[src/rtl/mem_arbiter_if.sv]
// Bus bundle between the requesters (icache, load/store buffer), the
// arbiter and the byte-serial memory engine.
interface mem_arbiter_if;
  logic        ic_req;
  logic [31:0] ic_addr;
  logic        ic_gnt;
  logic        ic_done;
  logic [31:0] ic_data;

  logic        lsb_req;
  logic        lsb_we;
  logic        lsb_sign;
  logic [1:0]  lsb_size;
  logic [31:0] lsb_addr;
  logic [31:0] lsb_wdata;
  logic        lsb_gnt;
  logic        lsb_done;
  logic [31:0] lsb_rdata;

  logic        mc_start;
  logic        mc_we;
  logic        mc_sign;
  logic [1:0]  mc_size;
  logic [31:0] mc_addr;
  logic [31:0] mc_wdata;
  logic        mc_done;
  logic [31:0] mc_rdata;

  // arbiter side
  modport slave (
    input  ic_req, ic_addr,
    output ic_gnt, ic_done, ic_data,
    input  lsb_req, lsb_we, lsb_sign, lsb_size, lsb_addr, lsb_wdata,
    output lsb_gnt, lsb_done, lsb_rdata,
    output mc_start, mc_we, mc_sign, mc_size, mc_addr, mc_wdata,
    input  mc_done, mc_rdata
  );

  // requester / engine side
  modport master (
    output ic_req, ic_addr,
    input  ic_gnt, ic_done, ic_data,
    output lsb_req, lsb_we, lsb_sign, lsb_size, lsb_addr, lsb_wdata,
    input  lsb_gnt, lsb_done, lsb_rdata,
    input  mc_start, mc_we, mc_sign, mc_size, mc_addr, mc_wdata,
    output mc_done, mc_rdata
  );
endinterface

[src/rtl/mem_arbiter.sv]
// Memory engine arbiter: picks IC or LSB, issues one start pulse to the
// byte-serial engine, and routes the completion back to the winner.
//
//  state    | meaning
//  ---------+-----------------------------------------------------------
//  IDLE     | engine free; winner picked this cycle, granted next cycle
//  BUSY_IC  | instruction fetch outstanding at the engine
//  BUSY_LSB | load/store outstanding at the engine
module mem_arbiter #(
  parameter int         STARVE_LIMIT = 4,
  parameter int         CNT_W        = 3,
  parameter logic [1:0] IO_SEL       = 2'b11
) (
  input  logic          clk,
  input  logic          rst,
  input  logic          rdy,
  input  logic          clear,
  input  logic          io_buffer_full,
  mem_arbiter_if.slave  bus
);

  typedef enum logic [1:0] {IDLE, BUSY_IC, BUSY_LSB} state_t;

  localparam logic [CNT_W-1:0] LIMIT = CNT_W'(STARVE_LIMIT);

  state_t           state, state_nx;
  logic [CNT_W-1:0] starve_cnt, starve_cnt_nx;
  logic             ic_kill, ic_kill_nx;

  logic        ic_gnt_q, ic_gnt_nx, lsb_gnt_q, lsb_gnt_nx;
  logic        ic_done_q, ic_done_nx, lsb_done_q, lsb_done_nx;
  logic        mc_start_q, mc_start_nx;
  logic        mc_we_q, mc_we_nx, mc_sign_q, mc_sign_nx;
  logic [1:0]  mc_size_q, mc_size_nx;
  logic [31:0] mc_addr_q, mc_addr_nx, mc_wdata_q, mc_wdata_nx;
  logic [31:0] ic_data_q, ic_data_nx, lsb_rdata_q, lsb_rdata_nx;

  logic lsb_ok, ic_ok, win_ic, win_lsb;

  // An IO store waits while the UART buffer is full; a flushed fetch is not eligible.
  assign lsb_ok = bus.lsb_req &&
                  !(bus.lsb_we && bus.lsb_addr[17:16] == IO_SEL && io_buffer_full);
  assign ic_ok  = bus.ic_req && !clear;

  // Next-state, arbitration, starvation counter and registered-output values.
  always_comb begin
    state_nx      = state;
    starve_cnt_nx = starve_cnt;
    ic_kill_nx    = ic_kill;
    win_ic        = 1'b0;
    win_lsb       = 1'b0;
    ic_gnt_nx     = 1'b0;
    lsb_gnt_nx    = 1'b0;
    mc_start_nx   = 1'b0;
    ic_done_nx    = 1'b0;
    lsb_done_nx   = 1'b0;
    mc_we_nx      = mc_we_q;
    mc_sign_nx    = mc_sign_q;
    mc_size_nx    = mc_size_q;
    mc_addr_nx    = mc_addr_q;
    mc_wdata_nx   = mc_wdata_q;
    ic_data_nx    = ic_data_q;
    lsb_rdata_nx  = lsb_rdata_q;

    case (state)
      IDLE: begin
        if (ic_ok && (!lsb_ok || starve_cnt == LIMIT)) begin
          win_ic = 1'b1;
        end else if (lsb_ok) begin
          win_lsb = 1'b1;
        end
        if (win_ic) begin
          state_nx    = BUSY_IC;
          ic_gnt_nx   = 1'b1;
          mc_start_nx = 1'b1;
          mc_we_nx    = 1'b0;
          mc_sign_nx  = 1'b0;
          mc_size_nx  = 2'd3;
          mc_addr_nx  = bus.ic_addr;
          ic_kill_nx  = 1'b0;
        end else if (win_lsb) begin
          state_nx    = BUSY_LSB;
          lsb_gnt_nx  = 1'b1;
          mc_start_nx = 1'b1;
          mc_we_nx    = bus.lsb_we;
          mc_sign_nx  = bus.lsb_sign;
          mc_size_nx  = bus.lsb_size;
          mc_addr_nx  = bus.lsb_addr;
          mc_wdata_nx = bus.lsb_wdata;
        end
      end
      BUSY_IC: begin
        if (clear) begin
          ic_kill_nx = 1'b1;
        end
        if (bus.mc_done) begin
          state_nx   = IDLE;
          ic_kill_nx = 1'b0;
          // a flush in the completion cycle itself also discards the word
          if (!(ic_kill || clear)) begin
            ic_done_nx = 1'b1;
            ic_data_nx = bus.mc_rdata;
          end
        end
      end
      BUSY_LSB: begin
        if (bus.mc_done) begin
          state_nx     = IDLE;
          lsb_done_nx  = 1'b1;
          lsb_rdata_nx = bus.mc_rdata;
        end
      end
      default: state_nx = IDLE;
    endcase

    if (win_ic || !bus.ic_req) begin
      starve_cnt_nx = '0;
    end else if (win_lsb && starve_cnt != LIMIT) begin
      starve_cnt_nx = starve_cnt + 1'b1;
    end
  end

  // State and output registers; rdy low freezes everything and drops pulses.
  always_ff @(posedge clk) begin
    if (!rst) begin
      state       <= IDLE;
      starve_cnt  <= '0;
      ic_kill     <= 1'b0;
      ic_gnt_q    <= 1'b0;
      lsb_gnt_q   <= 1'b0;
      ic_done_q   <= 1'b0;
      lsb_done_q  <= 1'b0;
      mc_start_q  <= 1'b0;
      mc_we_q     <= 1'b0;
      mc_sign_q   <= 1'b0;
      mc_size_q   <= 2'd0;
      mc_addr_q   <= 32'd0;
      mc_wdata_q  <= 32'd0;
      ic_data_q   <= 32'd0;
      lsb_rdata_q <= 32'd0;
    end else if (rdy) begin
      state       <= state_nx;
      starve_cnt  <= starve_cnt_nx;
      ic_kill     <= ic_kill_nx;
      ic_gnt_q    <= ic_gnt_nx;
      lsb_gnt_q   <= lsb_gnt_nx;
      ic_done_q   <= ic_done_nx;
      lsb_done_q  <= lsb_done_nx;
      mc_start_q  <= mc_start_nx;
      mc_we_q     <= mc_we_nx;
      mc_sign_q   <= mc_sign_nx;
      mc_size_q   <= mc_size_nx;
      mc_addr_q   <= mc_addr_nx;
      mc_wdata_q  <= mc_wdata_nx;
      ic_data_q   <= ic_data_nx;
      lsb_rdata_q <= lsb_rdata_nx;
    end else begin
      ic_gnt_q    <= 1'b0;
      lsb_gnt_q   <= 1'b0;
      ic_done_q   <= 1'b0;
      lsb_done_q  <= 1'b0;
      mc_start_q  <= 1'b0;
    end
  end

  assign bus.ic_gnt    = ic_gnt_q;
  assign bus.ic_done   = ic_done_q;
  assign bus.ic_data   = ic_data_q;
  assign bus.lsb_gnt   = lsb_gnt_q;
  assign bus.lsb_done  = lsb_done_q;
  assign bus.lsb_rdata = lsb_rdata_q;
  assign bus.mc_start  = mc_start_q;
  assign bus.mc_we     = mc_we_q;
  assign bus.mc_sign   = mc_sign_q;
  assign bus.mc_size   = mc_size_q;
  assign bus.mc_addr   = mc_addr_q;
  assign bus.mc_wdata  = mc_wdata_q;

endmodule

[src/flat_wrapper.sv]
// flat-port wrapper written by rule: the top's interface ports become plain ports
module mem_arbiter_flat 
#(
  parameter int         STARVE_LIMIT = 4,
  parameter int         CNT_W        = 3,
  parameter logic [1:0] IO_SEL       = 2'b11
)
  (clk, rst, rdy, clear, io_buffer_full, bus_ic_req, bus_ic_addr, bus_ic_gnt, bus_ic_done, bus_ic_data, bus_lsb_req, bus_lsb_we, bus_lsb_sign, bus_lsb_size, bus_lsb_addr, bus_lsb_wdata, bus_lsb_gnt, bus_lsb_done, bus_lsb_rdata, bus_mc_start, bus_mc_we, bus_mc_sign, bus_mc_size, bus_mc_addr, bus_mc_wdata, bus_mc_done, bus_mc_rdata);
  mem_arbiter_if bus_i ();
  input  logic clk;
  input  logic rst;
  input  logic rdy;
  input  logic clear;
  input  logic io_buffer_full;
  input wire logic [$bits(bus_i.ic_req)-1:0] bus_ic_req;
  input wire logic [$bits(bus_i.ic_addr)-1:0] bus_ic_addr;
  output wire logic [$bits(bus_i.ic_gnt)-1:0] bus_ic_gnt;
  output wire logic [$bits(bus_i.ic_done)-1:0] bus_ic_done;
  output wire logic [$bits(bus_i.ic_data)-1:0] bus_ic_data;
  input wire logic [$bits(bus_i.lsb_req)-1:0] bus_lsb_req;
  input wire logic [$bits(bus_i.lsb_we)-1:0] bus_lsb_we;
  input wire logic [$bits(bus_i.lsb_sign)-1:0] bus_lsb_sign;
  input wire logic [$bits(bus_i.lsb_size)-1:0] bus_lsb_size;
  input wire logic [$bits(bus_i.lsb_addr)-1:0] bus_lsb_addr;
  input wire logic [$bits(bus_i.lsb_wdata)-1:0] bus_lsb_wdata;
  output wire logic [$bits(bus_i.lsb_gnt)-1:0] bus_lsb_gnt;
  output wire logic [$bits(bus_i.lsb_done)-1:0] bus_lsb_done;
  output wire logic [$bits(bus_i.lsb_rdata)-1:0] bus_lsb_rdata;
  output wire logic [$bits(bus_i.mc_start)-1:0] bus_mc_start;
  output wire logic [$bits(bus_i.mc_we)-1:0] bus_mc_we;
  output wire logic [$bits(bus_i.mc_sign)-1:0] bus_mc_sign;
  output wire logic [$bits(bus_i.mc_size)-1:0] bus_mc_size;
  output wire logic [$bits(bus_i.mc_addr)-1:0] bus_mc_addr;
  output wire logic [$bits(bus_i.mc_wdata)-1:0] bus_mc_wdata;
  input wire logic [$bits(bus_i.mc_done)-1:0] bus_mc_done;
  input wire logic [$bits(bus_i.mc_rdata)-1:0] bus_mc_rdata;
  assign bus_i.ic_req = bus_ic_req;
  assign bus_i.ic_addr = bus_ic_addr;
  assign bus_ic_gnt = bus_i.ic_gnt;
  assign bus_ic_done = bus_i.ic_done;
  assign bus_ic_data = bus_i.ic_data;
  assign bus_i.lsb_req = bus_lsb_req;
  assign bus_i.lsb_we = bus_lsb_we;
  assign bus_i.lsb_sign = bus_lsb_sign;
  assign bus_i.lsb_size = bus_lsb_size;
  assign bus_i.lsb_addr = bus_lsb_addr;
  assign bus_i.lsb_wdata = bus_lsb_wdata;
  assign bus_lsb_gnt = bus_i.lsb_gnt;
  assign bus_lsb_done = bus_i.lsb_done;
  assign bus_lsb_rdata = bus_i.lsb_rdata;
  assign bus_mc_start = bus_i.mc_start;
  assign bus_mc_we = bus_i.mc_we;
  assign bus_mc_sign = bus_i.mc_sign;
  assign bus_mc_size = bus_i.mc_size;
  assign bus_mc_addr = bus_i.mc_addr;
  assign bus_mc_wdata = bus_i.mc_wdata;
  assign bus_i.mc_done = bus_mc_done;
  assign bus_i.mc_rdata = bus_mc_rdata;
  mem_arbiter #(.STARVE_LIMIT(STARVE_LIMIT), .CNT_W(CNT_W), .IO_SEL(IO_SEL)) u_core (.clk(clk), .rst(rst), .rdy(rdy), .clear(clear), .io_buffer_full(io_buffer_full), .bus(bus_i));
endmodule
[config.mk]
export PLATFORM = sky130hd
export DESIGN_NAME = mem_arbiter_flat
export DESIGN_NICKNAME = d
export VERILOG_FILES = /design/src/rtl/mem_arbiter_if.sv /design/src/rtl/mem_arbiter.sv /design/src/flat_wrapper.sv
export SDC_FILE = /design/constraint.sdc
export NUM_CORES = 1
export LEC_CHECK = 0
export CAP_MARGIN = 20
export CORE_ASPECT_RATIO = 1.75
export CORE_UTILIZATION = 40
export CTS_CLUSTER_SIZE = 28
export DETAILED_ROUTE_END_ITERATION = 8
export HOLD_SLACK_MARGIN = 0.15
export PLACE_DENSITY = 0.79
export SYNTH_ARGS = -nofsm -noshare
export SYNTH_HDL_FRONTEND = slang
export SYNTH_SLANG_ARGS = --single-unit
[constraint.sdc]
create_clock -name clk -period 4.35 [get_ports clk]
set_input_delay 0.6525 -clock clk [delete_from_list [all_inputs] [get_ports clk]]
set_output_delay 0.6525 -clock clk [all_outputs]
set_load 0.005 [all_outputs]
==> impl_metrics.toml, run 1 <==
[route]
via_per_inst = 4.911
avgRoutedWirePerCell_um = 15.29
drcViolationCount = 0
drtIter0Drc = 187
firstDrtPassIters = 5
routed_wl_mm = 16.71
drtAntennaViolNets = 0
vias = 5368

[place]
placed_area_mm2 = 0.008509
routabilityCongestion = 0.8949
io_buffers = 276
hpwlAfterDp_mm = 11.73
dp_cells = 1063
pre_cts_ws_ns = 1.372

[global_routing]
grt_usage_pct = 22.77
grt_pass1_vias = 5316
grt_pass1_wl_mm = 26.52
grt_max_degree = 95
overflow = 0
antenna_found_initial = 0

[worst_setup_path]
max_stage_delay_ns = 0.67
path_cells = "clkdlybuf4s50_1, nand2_1, o22ai_4, buf_4, o21ai_0, a31oi_1"
r2r_start = "u_core.state[0]"
cp.arrival_ns = 2.93
critPathKind = "input pin to flip-flop"
crit_slowest_cell = "clkdlybuf4s50_1"
crit_path_end_kind = "flip-flop"
crit_path_start = "rdy"
cp.required_ns = 4.68
worstSetupStartpointType = "input pin"
path_max_fanout = 38

[synth]
yosysSeqAreaShare_pct = 49.81
synthCells = 652
ys_types = 45
synth_edf_count = 0
syn-cell-area_mm2 = 0.005747
synth-main-ff-cell = "dfxtp_1"
ys_ff_latch = 143
async_reset_ff_share_pct = 0
synth.avg_cell_area_um2 = 8.814
synth_fp_nets = 797
yosysWarningCount = 0

[die]
rows = 57
die_x_um = 92.61
die_height_um = 160.6
dieArea_mm2 = 0.01487
core_mm2 = 0.01398
start_util_pct = 41.11
io_pins = 277

[sta]
worst_slack_ns = 1.748
drv_slew = 0
fmax_ghz = 0.3844
min_period_over_period_pct = 59.81
tightest_slew_ns = 0.8061
hold_slack_ns = 0.4596
min_period_ns = 2.602
setup_tns_ns = 0
timing.slew.headroom_pct = 46.26
skew_ns = 0.01046
rsz0062_at_grt = "no"
hold_violations = 0
setup_violations = 0

[final_layout]
nets = 1050
areaGrowthSynthToFinish_pct = 59.18
fillCellCount = 1241
n_antenna_cell = 0
final_area_mm2 = 0.009148
final_util_pct = 65.44
finalNonFillerCells = 1093
drive_gt1_share_pct = 5.022

[clock_tree]
path_clk_slew_ns = 0.06
cts-hold-fix-buffers = 0
cts-root-buf = "clkbuf_16"
h-tree-depth = 4
cts_resized = 0
cts.sinks = 143
worstSkewPairLatency_ns = 0.41
tritoncts = "yes"
cts_buffers = 17
postCtsSetupRepairBufs = 0
clk_path_buf_depth = 2

[pwr]
p_int_mw = 2.674
p_leak_nw = 3.255
switching_share_pct = 22.39
p_total_mw = 3.445
pwr-share-comb_pct = 13.5
power.switching_uw = 771.3
pwr-share-seq_pct = 40.8
power_density_mw_per_mm2 = 376.6
peakVddDrop_mv = 0.2150
p_clk_share_pct = 45.7

[run]
drv_cap = 0

[run_status]
status = "complete, no violations"

[worst_hold_path]
hold_path_class = "flip-flop to flip-flop"
holdCritStartpoint = "u_core.bus.lsb_rdata[28]"
## logic make-up after synthesis
kind of cell | Yosys count | synth area share, %
compound gates | 154 | 18.25
mux | 32 | 5.574
buf+inv | 59 | 5.595
simple gates | 259 | 19.68
flops | 143 | 49.82
fa+ha+maj | 5 | 1.089
## metal layers
metal | GRT usage, % | part of all wire [%] | vias up
li1 | - | - | 2691
met1 | 24.31 | 38 | 2471
met2 | 41.58 | 54 | 175
met3 | 4.261 | 4.5 | 31
met4 | 11.86 | 3.4 | 0
met5 | 0 | 0 | -
## power groups by stage
| stage | clock network [mW] | registers [mW] | logic (mW) |
|---|---|---|---|
| global placement | 0 | 1.43 | 0.463 |
| CTS | 1.60 | 1.40 | 0.471 |
| finish | 1.57 | 1.41 | 0.467 |
| floorplan | 0 | 1.44 | 0.184 |
| detailed placement | 0 | 1.43 | 0.467 |
| global route | 1.66 | 1.41 | 0.506 |
## worst paths after layout
| path | slack (ns) | to | depth (start not counted) |
|---|---|---|---|
| worst max-delay path | 1.75 | u_core.bus.mc_addr[28] | 6 |
| worst min register to register | 0.46 | u_core.bus.lsb_rdata[28] | 2 |
| worst min-delay path | 0.46 | u_core.bus.lsb_rdata[28] | 2 |
| worst max register to register | 1.90 | u_core.bus.mc_addr[28] | 7 |
## Yosys cell counts (all sizes together), types with 2 or more instances
cell type	count	area share [%]
dfxtp	143	50
a21oi	2	0.17
a21boi	67	8.8
clkbuf	27	1.8
buf	23	3.2
mux2i	32	5.6
and4	2	0.35
nor3	4	0.54
o221ai	2	0.30
nand3	5	0.52
o221a	2	0.39
nor2b	34	3.7
nand4	2	0.22
and2	3	0.33
o41ai	2	0.30
nor2	6	0.39
o21ai	36	3.1
o211ai	2	0.26
a31oi	32	3.5
o22ai	4	0.67
nand2	197	13
nand2b	2	0.22
ha	5	1.1
inv	9	0.63
## critical path, delay by kind of cell
kind	cells	cell delay, ns
and+or+nand+nor	1	0.26
buffers and inverters	2	1.10
AOI/OAI and AO/OA	3	0.89
## flip-flops by register name (all words and copies together) (netlist names)
| name | count |
|---|---|
| u_core.bus.ic_data | 32 |
| u_core.bus.lsb_rdata | 32 |
| u_core.bus.mc_addr | 32 |
| u_core.bus.mc_wdata | 32 |
| u_core.starve_cnt | 3 |
| u_core.bus.mc_size | 2 |
| u_core.state | 2 |
| u_core.bus.ic_done | 1 |
| u_core.bus.ic_gnt | 1 |
| u_core.bus.lsb_done | 1 |
| u_core.bus.lsb_gnt | 1 |
| u_core.bus.mc_sign | 1 |
| u_core.bus.mc_start | 1 |
| u_core.bus.mc_we | 1 |
| u_core.ic_kill | 1 |
## cell type report
type	instances	area (µm²)	share of cell area, %
Inverter	9	36.28	0.3967
Timing Repair Buffer	284	2820	30.83
Clock inverter	13	212.7	2.325
Sequential cell	143	2863	31.30
Clock buffer	17	425.4	4.651
Tap cell	177	221.5	2.421
Multi-Input combinational cell	450	2569	28.08
## placed cells by master, fill, tap and decap left out, drive strengths merged, types with 3 or more instances in the layout
cell type	netlist	routed
mux2i	32	32
inv	9	12
clkdlybuf4s50	0	275
and2	3	3
nand3	5	5
buf	23	9
dfxtp	143	143
clkinvlp	0	3
nand2	197	197
clkbuf	27	17
a21boi	67	67
o22ai	4	4
a31oi	32	32
nor3	4	4
ha	5	5
o21ai	36	36
nor2	6	6
bufinv	0	5
nor2b	34	34
No activity file was read; power rests on OpenSTA's default activity.
==> run 2, diff against run 1 <==
==> constraint.sdc (replaced) <==
create_clock -name clk -period 2.65 [get_ports clk]
set_input_delay 0.3975 -clock clk [delete_from_list [all_inputs] [get_ports clk]]
set_output_delay 0.3975 -clock clk [all_outputs]
set_load 0.005 [all_outputs]
==> run 2 against run 1 <==
Clock skew grew 0.0014 ns. Wire length grew 0.53%. Clock power grew 50%. Utilization grew 0.13 points. First-iteration DRC count shrank 24%. Die area is the same. Hold slack is essentially flat. Sequential power grew 63%. Total power grew 58%. Design area grew 0.21%. Critical path depth grew 1. Critical path type is now flip-flop to flip-flop. Largest cell class is now buffers. Largest power group unchanged. Highest routed layer unchanged.
==> impl_metrics.toml, run 2 (synthesis results as in run 1) <==
[global_routing]
grt_usage_pct = 22.77
overflow = 0
antenna_found_initial = 0
grt_max_degree = 64
grt_pass1_vias = 5375
grt_pass1_wl_mm = 26.48

[clock_tree]
clk_path_buf_depth = 2
cts.sinks = 143
tritoncts = "yes"
worstSkewPairLatency_ns = 0.41
postCtsSetupRepairBufs = 0
cts_buffers = 17
cts_resized = 0
cts-hold-fix-buffers = 0
h-tree-depth = 4
cts-root-buf = "clkbuf_16"
path_clk_slew_ns = 0.07

[final_layout]
final_area_mm2 = 0.009166
drive_gt1_share_pct = 5.537
nets = 1053
layout_commonest_cell = "clkdlybuf4s50_1"
n_antenna_cell = 0
fillCellCount = 1192
final_cell_mix = "clkdlybuf4s50_1, nand2_1, dfxtp_1"
areaGrowthSynthToFinish_pct = 59.50

[sta]
min_period_over_period_pct = 72.72
skew_ns = 0.01184
hold_violations = 0
fmax_ghz = 0.5189
setup_violations = 0
worst_slack_ns = 0.7229
min_period_ns = 1.927
hold_slack_ns = 0.4598
tightest_slew_ns = 0.5403
timing.slew.headroom_pct = 63.98
drv_slew = 0
rsz0062_at_grt = "no"
setup_tns_ns = 0

[worst_setup_path]
cp.required_ns = 2.96
path_cells = "inv_1, ha_1, nand3_2, nor3_4, buf_12, mux2i_1, nor2b_1"
crit_slowest_cell = "ha_1"
path_max_fanout = 36
critPathKind = "flip-flop to flip-flop"
r2r_slack_ns = 0.72
cp_num_buf_inv = 2
crit_path_end_kind = "flip-flop"
max_stage_delay_ns = 0.37
cp.arrival_ns = 2.23
worstSetupStartpointType = "flip-flop"
path_delay_family = "simple AND/OR/NAND/NOR gates"

[route]
via_per_inst = 4.933
drtAntennaViolNets = 0
firstDrtPassIters = 4
drtIter0Drc = 143
routed_wl_mm = 16.80
avgRoutedWirePerCell_um = 15.30
drcViolationCount = 0
vias = 5416

[die]
die_height_um = 160.6
io_pins = 277
core_mm2 = 0.01398
rows = 57
dieArea_mm2 = 0.01487
die_x_um = 92.61
start_util_pct = 41.11

[place]
hpwlAfterDp_mm = 11.95
pre_cts_ws_ns = 0.4142
routabilityCongestion = 0.9089
placed_area_mm2 = 0.008582
io_buffers = 276

[run]
drv_cap = 0

[worst_hold_path]
hold_path_class = "flip-flop to flip-flop"

[run_status]
status = "complete, no violations"

[pwr]
power_density_mw_per_mm2 = 593.4
peakVddDrop_mv = 0.4303
p_leak_nw = 3.263
[run 2: cell types whose count changed in the layout (fill, tap and decap cells not counted), sizes merged]
cell | before | now
bufinv | 5 | 1
inv | 12 | 16
buf | 9 | 12
clkbuf | 17 | 18
clkinv | 2 | 3
[run 2: power breakdown]
group          leakage (nW)  internal [mW]  switching, mW  total [mW]
Combinational          1.82          0.479          0.303       0.782
Sequential             1.16           2.25         0.0517        2.30
Clock                 0.278           1.35           1.00        2.35
[run 2: per-stage QoR]
step | utilization, % | power, mW | instances
2_1_floorplan | - | 2.658 | 652
3_3_place_gp | 61.39 | 3.125 | 1066
3_5_place_dp | 61.39 | 3.134 | 1066
4_1_cts | 65.57 | 5.494 | 1098
5_1_grt | 65.57 | 5.654 | 1098
6_report | 65.57 | 5.439 | 1098
[run 2: cell type report]
cell class	count	area (µm²)	share of cell area [%]
clock inverter	14	145.1	1.583
tap	177	221.5	2.416
clock buffer	18	439.2	4.791
timing repair buffer	287	2893	31.56
multi-input combinational	450	2569	28.02
sequential	143	2863	31.23
inverter	9	36.28	0.3959
[run 2: path summary, 6_finish.rpt]
check,from,end,cells past startpoint
setup / recovery,u_core.state[0],u_core.bus.mc_wdata[13],7
hold / removal,u_core.bus.ic_data[18],u_core.bus.ic_data[18],2
setup reg to reg,u_core.state[0],u_core.bus.mc_wdata[13],7
hold reg to reg,u_core.bus.ic_data[18],u_core.bus.ic_data[18],2
[run 2: worst reg2reg max path: cells and delay by family, from the launching register on]
| kind | cells | cell delay [ns] |
|---|---|---|
| adders and majority gates | 1 | 0.37 |
| and+or+nand+nor | 3 | 0.50 |
| DFF | 1 | 0.33 |
| muxes | 1 | 0.25 |
| buffers and inverters | 2 | 0.37 |
[run 2: per-layer routing]
metal / vias to the layer above / routed length, µm / GRT usage (%)
li1: 2712 / - / -
met1: 2476 / 6286 / 23.88
met2: 188 / 9119 / 42.12
met3: 40 / 764 / 4.356
met4: 0 / 624 / 11.58
met5: - / 0 / 0
==> run 3, diff against run 2 <==
--- a/config.mk
+++ b/config.mk
@@ -7,11 +7,11 @@
 export LEC_CHECK = 0
 export CAP_MARGIN = 20
 export CORE_ASPECT_RATIO = 1.75
-export CORE_UTILIZATION = 40
+export CORE_UTILIZATION = 37
 export CTS_CLUSTER_SIZE = 28
 export DETAILED_ROUTE_END_ITERATION = 8
 export HOLD_SLACK_MARGIN = 0.15
-export PLACE_DENSITY = 0.79
+export PLACE_DENSITY = 0.77
 export SYNTH_ARGS = -nofsm -noshare
 export SYNTH_HDL_FRONTEND = slang
 export SYNTH_SLANG_ARGS = --single-unit
==> constraint.sdc (replaced) <==
create_clock -name clk -period 1.7 [get_ports clk]
set_input_delay 0.255 -clock clk [delete_from_list [all_inputs] [get_ports clk]]
set_output_delay 0.255 -clock clk [all_outputs]
set_load 0.005 [all_outputs]
==> run 3 against run 2 <==
Combinational power is 89% higher. Die area up 8.0%. Global-route usage shrank 0.23 points. Critical endpoint is now u_core.bus.mc_wdata[26]. Fmax is 12% higher. Sequential power is 57% higher. Largest cell class unchanged. Clock skew rose by 0.0034 ns. The flow now finishes with violations (negative setup slack). Critical path type unchanged.
==> impl_metrics.toml, run 3 (synthesis results as in run 1) <==
[place]
placed_area_mm2 = 0.008835
dp_cells = 1093
hpwlAfterDp_mm = 12.26
io_buffers = 276
routabilityCongestion = 0.8045

[final_layout]
final_area_mm2 = 0.009807
n_antenna_cell = 0
nets = 1090
final_cell_mix = "clkdlybuf4s50_1, nand2_1, dfxtp_1"
fillCellCount = 1230
layout_commonest_cell = "clkdlybuf4s50_1"
areaGrowthSynthToFinish_pct = 70.65
drive_gt1_share_pct = 10.03
finalNonFillerCells = 1140

[clock_tree]
cts-hold-fix-buffers = 0
h-tree-depth = 4
worstSkewPairLatency_ns = 0.41
cts_buffers = 17
cts.sinks = 143
clk_path_buf_depth = 2
path_clk_slew_ns = 0.07
cts-root-buf = "clkbuf_16"
tritoncts = "yes"

[worst_hold_path]
hold_path_class = "input pin to flip-flop"
hold_end = "u_core.bus.mc_addr[11]"
holdCritStartpoint = "rst"
worstHoldPathCells = 3

[sta]
timing.slew.headroom_pct = 67.29
skew_ns = 0.01523
setup_violations = 2
min_period_ns = 1.715
min_period_over_period_pct = 100.9
worst_slack_ns = -0.01466
fmax_ghz = 0.5832
drv_slew = 0
rsz0062_at_grt = "yes"
hold_violations = 0
tightest_slew_ns = 0.4845

[global_routing]
grt_pass1_wl_mm = 27.65
overflow = 0
grt_pass1_vias = 5404
antenna_found_initial = 0
grt_max_degree = 70
grt_usage_pct = 22.54

[run_status]
status = "finished with violations"
violations = "negative setup slack"

[die]
die_x_um = 96.21
io_pins = 277
core_mm2 = 0.01499
die_height_um = 166.9
dieArea_mm2 = 0.01605
start_util_pct = 38.35
rows = 59

[worst_setup_path]
timing.rr.end = "u_core.bus.mc_wdata[26]"
r2r_start = "u_core.starve_cnt[1]"
critPathKind = "flip-flop to flip-flop"
crit_path_end_kind = "flip-flop"
cp.arrival_ns = 2.01
worstSetupStartpointType = "flip-flop"
ff2ff_path_depth = 8
r2r_slack_ns = -0.01
path_max_fanout = 5
cp.required_ns = 1.99

[route]
drcViolationCount = 0
drtIter0Drc = 112
drtAntennaViolNets = 0
routed_wl_mm = 19.19
vias = 5629
via_per_inst = 4.938
firstDrtPassIters = 4
avgRoutedWirePerCell_um = 16.84

[pwr]
power_density_mw_per_mm2 = 907.2
p_leak_nw = 3.560
peakVddDrop_mv = 0.5706

[run]
drv_cap = 0
[run 3: cell types whose count changed in the layout (fill, tap and decap cells not counted), moves of 3 or more]
cell,before,now
buf_4,8,23
buf_12,4,13
clkbuf_16,17,24
buf_6,0,4
clkinv_4,3,0
[run 3: area by class of cell]
type / instances / area [µm²] / area share [%]
Clock buffer: 19 / 442.9 / 4.516
Clock inverter: 12 / 157.7 / 1.608
Inverter: 9 / 36.28 / 0.3700
Multi-Input combinational cell: 450 / 2615 / 26.66
Sequential cell: 143 / 2865 / 29.22
Tap cell: 183 / 229.0 / 2.335
Timing Repair Buffer: 324 / 3461 / 35.29
[run 3: timing repair]
item | 4_1_cts | 5_1_grt
gates cloned | 2 | 9
endpoints found under the setup margin | 37 | 68
pin swaps | 2 | 4
buffers inserted | 2 | 3
gates resized for setup | 7 | 10
[run 3: per-layer routing]
layer | share of wire, % | track usage (%)
met5 | 0 | 0
met2 | 54 | 41.35
met4 | 3.5 | 9.150
met1 | 38 | 24.77
met3 | 3.7 | 3.607
[run 3: where the power goes]
part | total (mW) | internal (mW) | leakage (nW) | switching (mW)
sequential | 3.60 | 3.51 | 1.16 | 0.0813
clock | 3.82 | 2.35 | 0.287 | 1.46
combinational | 1.48 | 0.924 | 2.11 | 0.561
total | 8.90 | 6.79 | 3.56 | 2.10
[run 3: worst max-delay path by stage]
stage               depth (start not counted)                 start  slack, ns                      end
floorplan                                   8  u_core.starve_cnt[0]       0.02    u_core.bus.mc_size[0]
global placement                            6                 clear      -0.17  u_core.bus.mc_wdata[19]
detailed placement                          6                 clear      -0.19  u_core.bus.mc_wdata[12]
CTS                                         8  u_core.starve_cnt[0]     -0.005  u_core.bus.mc_wdata[20]
global route                                8  u_core.starve_cnt[1]      -0.13  u_core.bus.mc_wdata[10]
finish                                      8  u_core.starve_cnt[1]      -0.01  u_core.bus.mc_wdata[26]
[run 3: critical path, stage by stage (launching register included)]
cell and delay (ns):
dfxtp_2 0.34, inv_2 0.05, ha_4 0.16, and4b_2 0.23, nor3_4 0.22, buf_6 0.19, buf_12 0.14, mux2i_2 0.22
nor2b_1 0.07
[run 3: through the flow]
stage,hold slack [ns],util [%],total power [mW],setup WS (ns),setup TNS (ns)
final,0.1963,65.44,8.897,-0.01466,-0.02624
after detailed placement,0.4547,58.95,4.942,-0.1879,-12.33
after global routing,0.1988,65.44,9.229,-0.1346,-1.088
after floorplan,0.3899,-,4.144,0.02052,0
after global placement,0.4483,58.95,4.930,-0.1675,-9.589
after CTS,0.1734,63.52,8.807,-0.004641,-0.004641
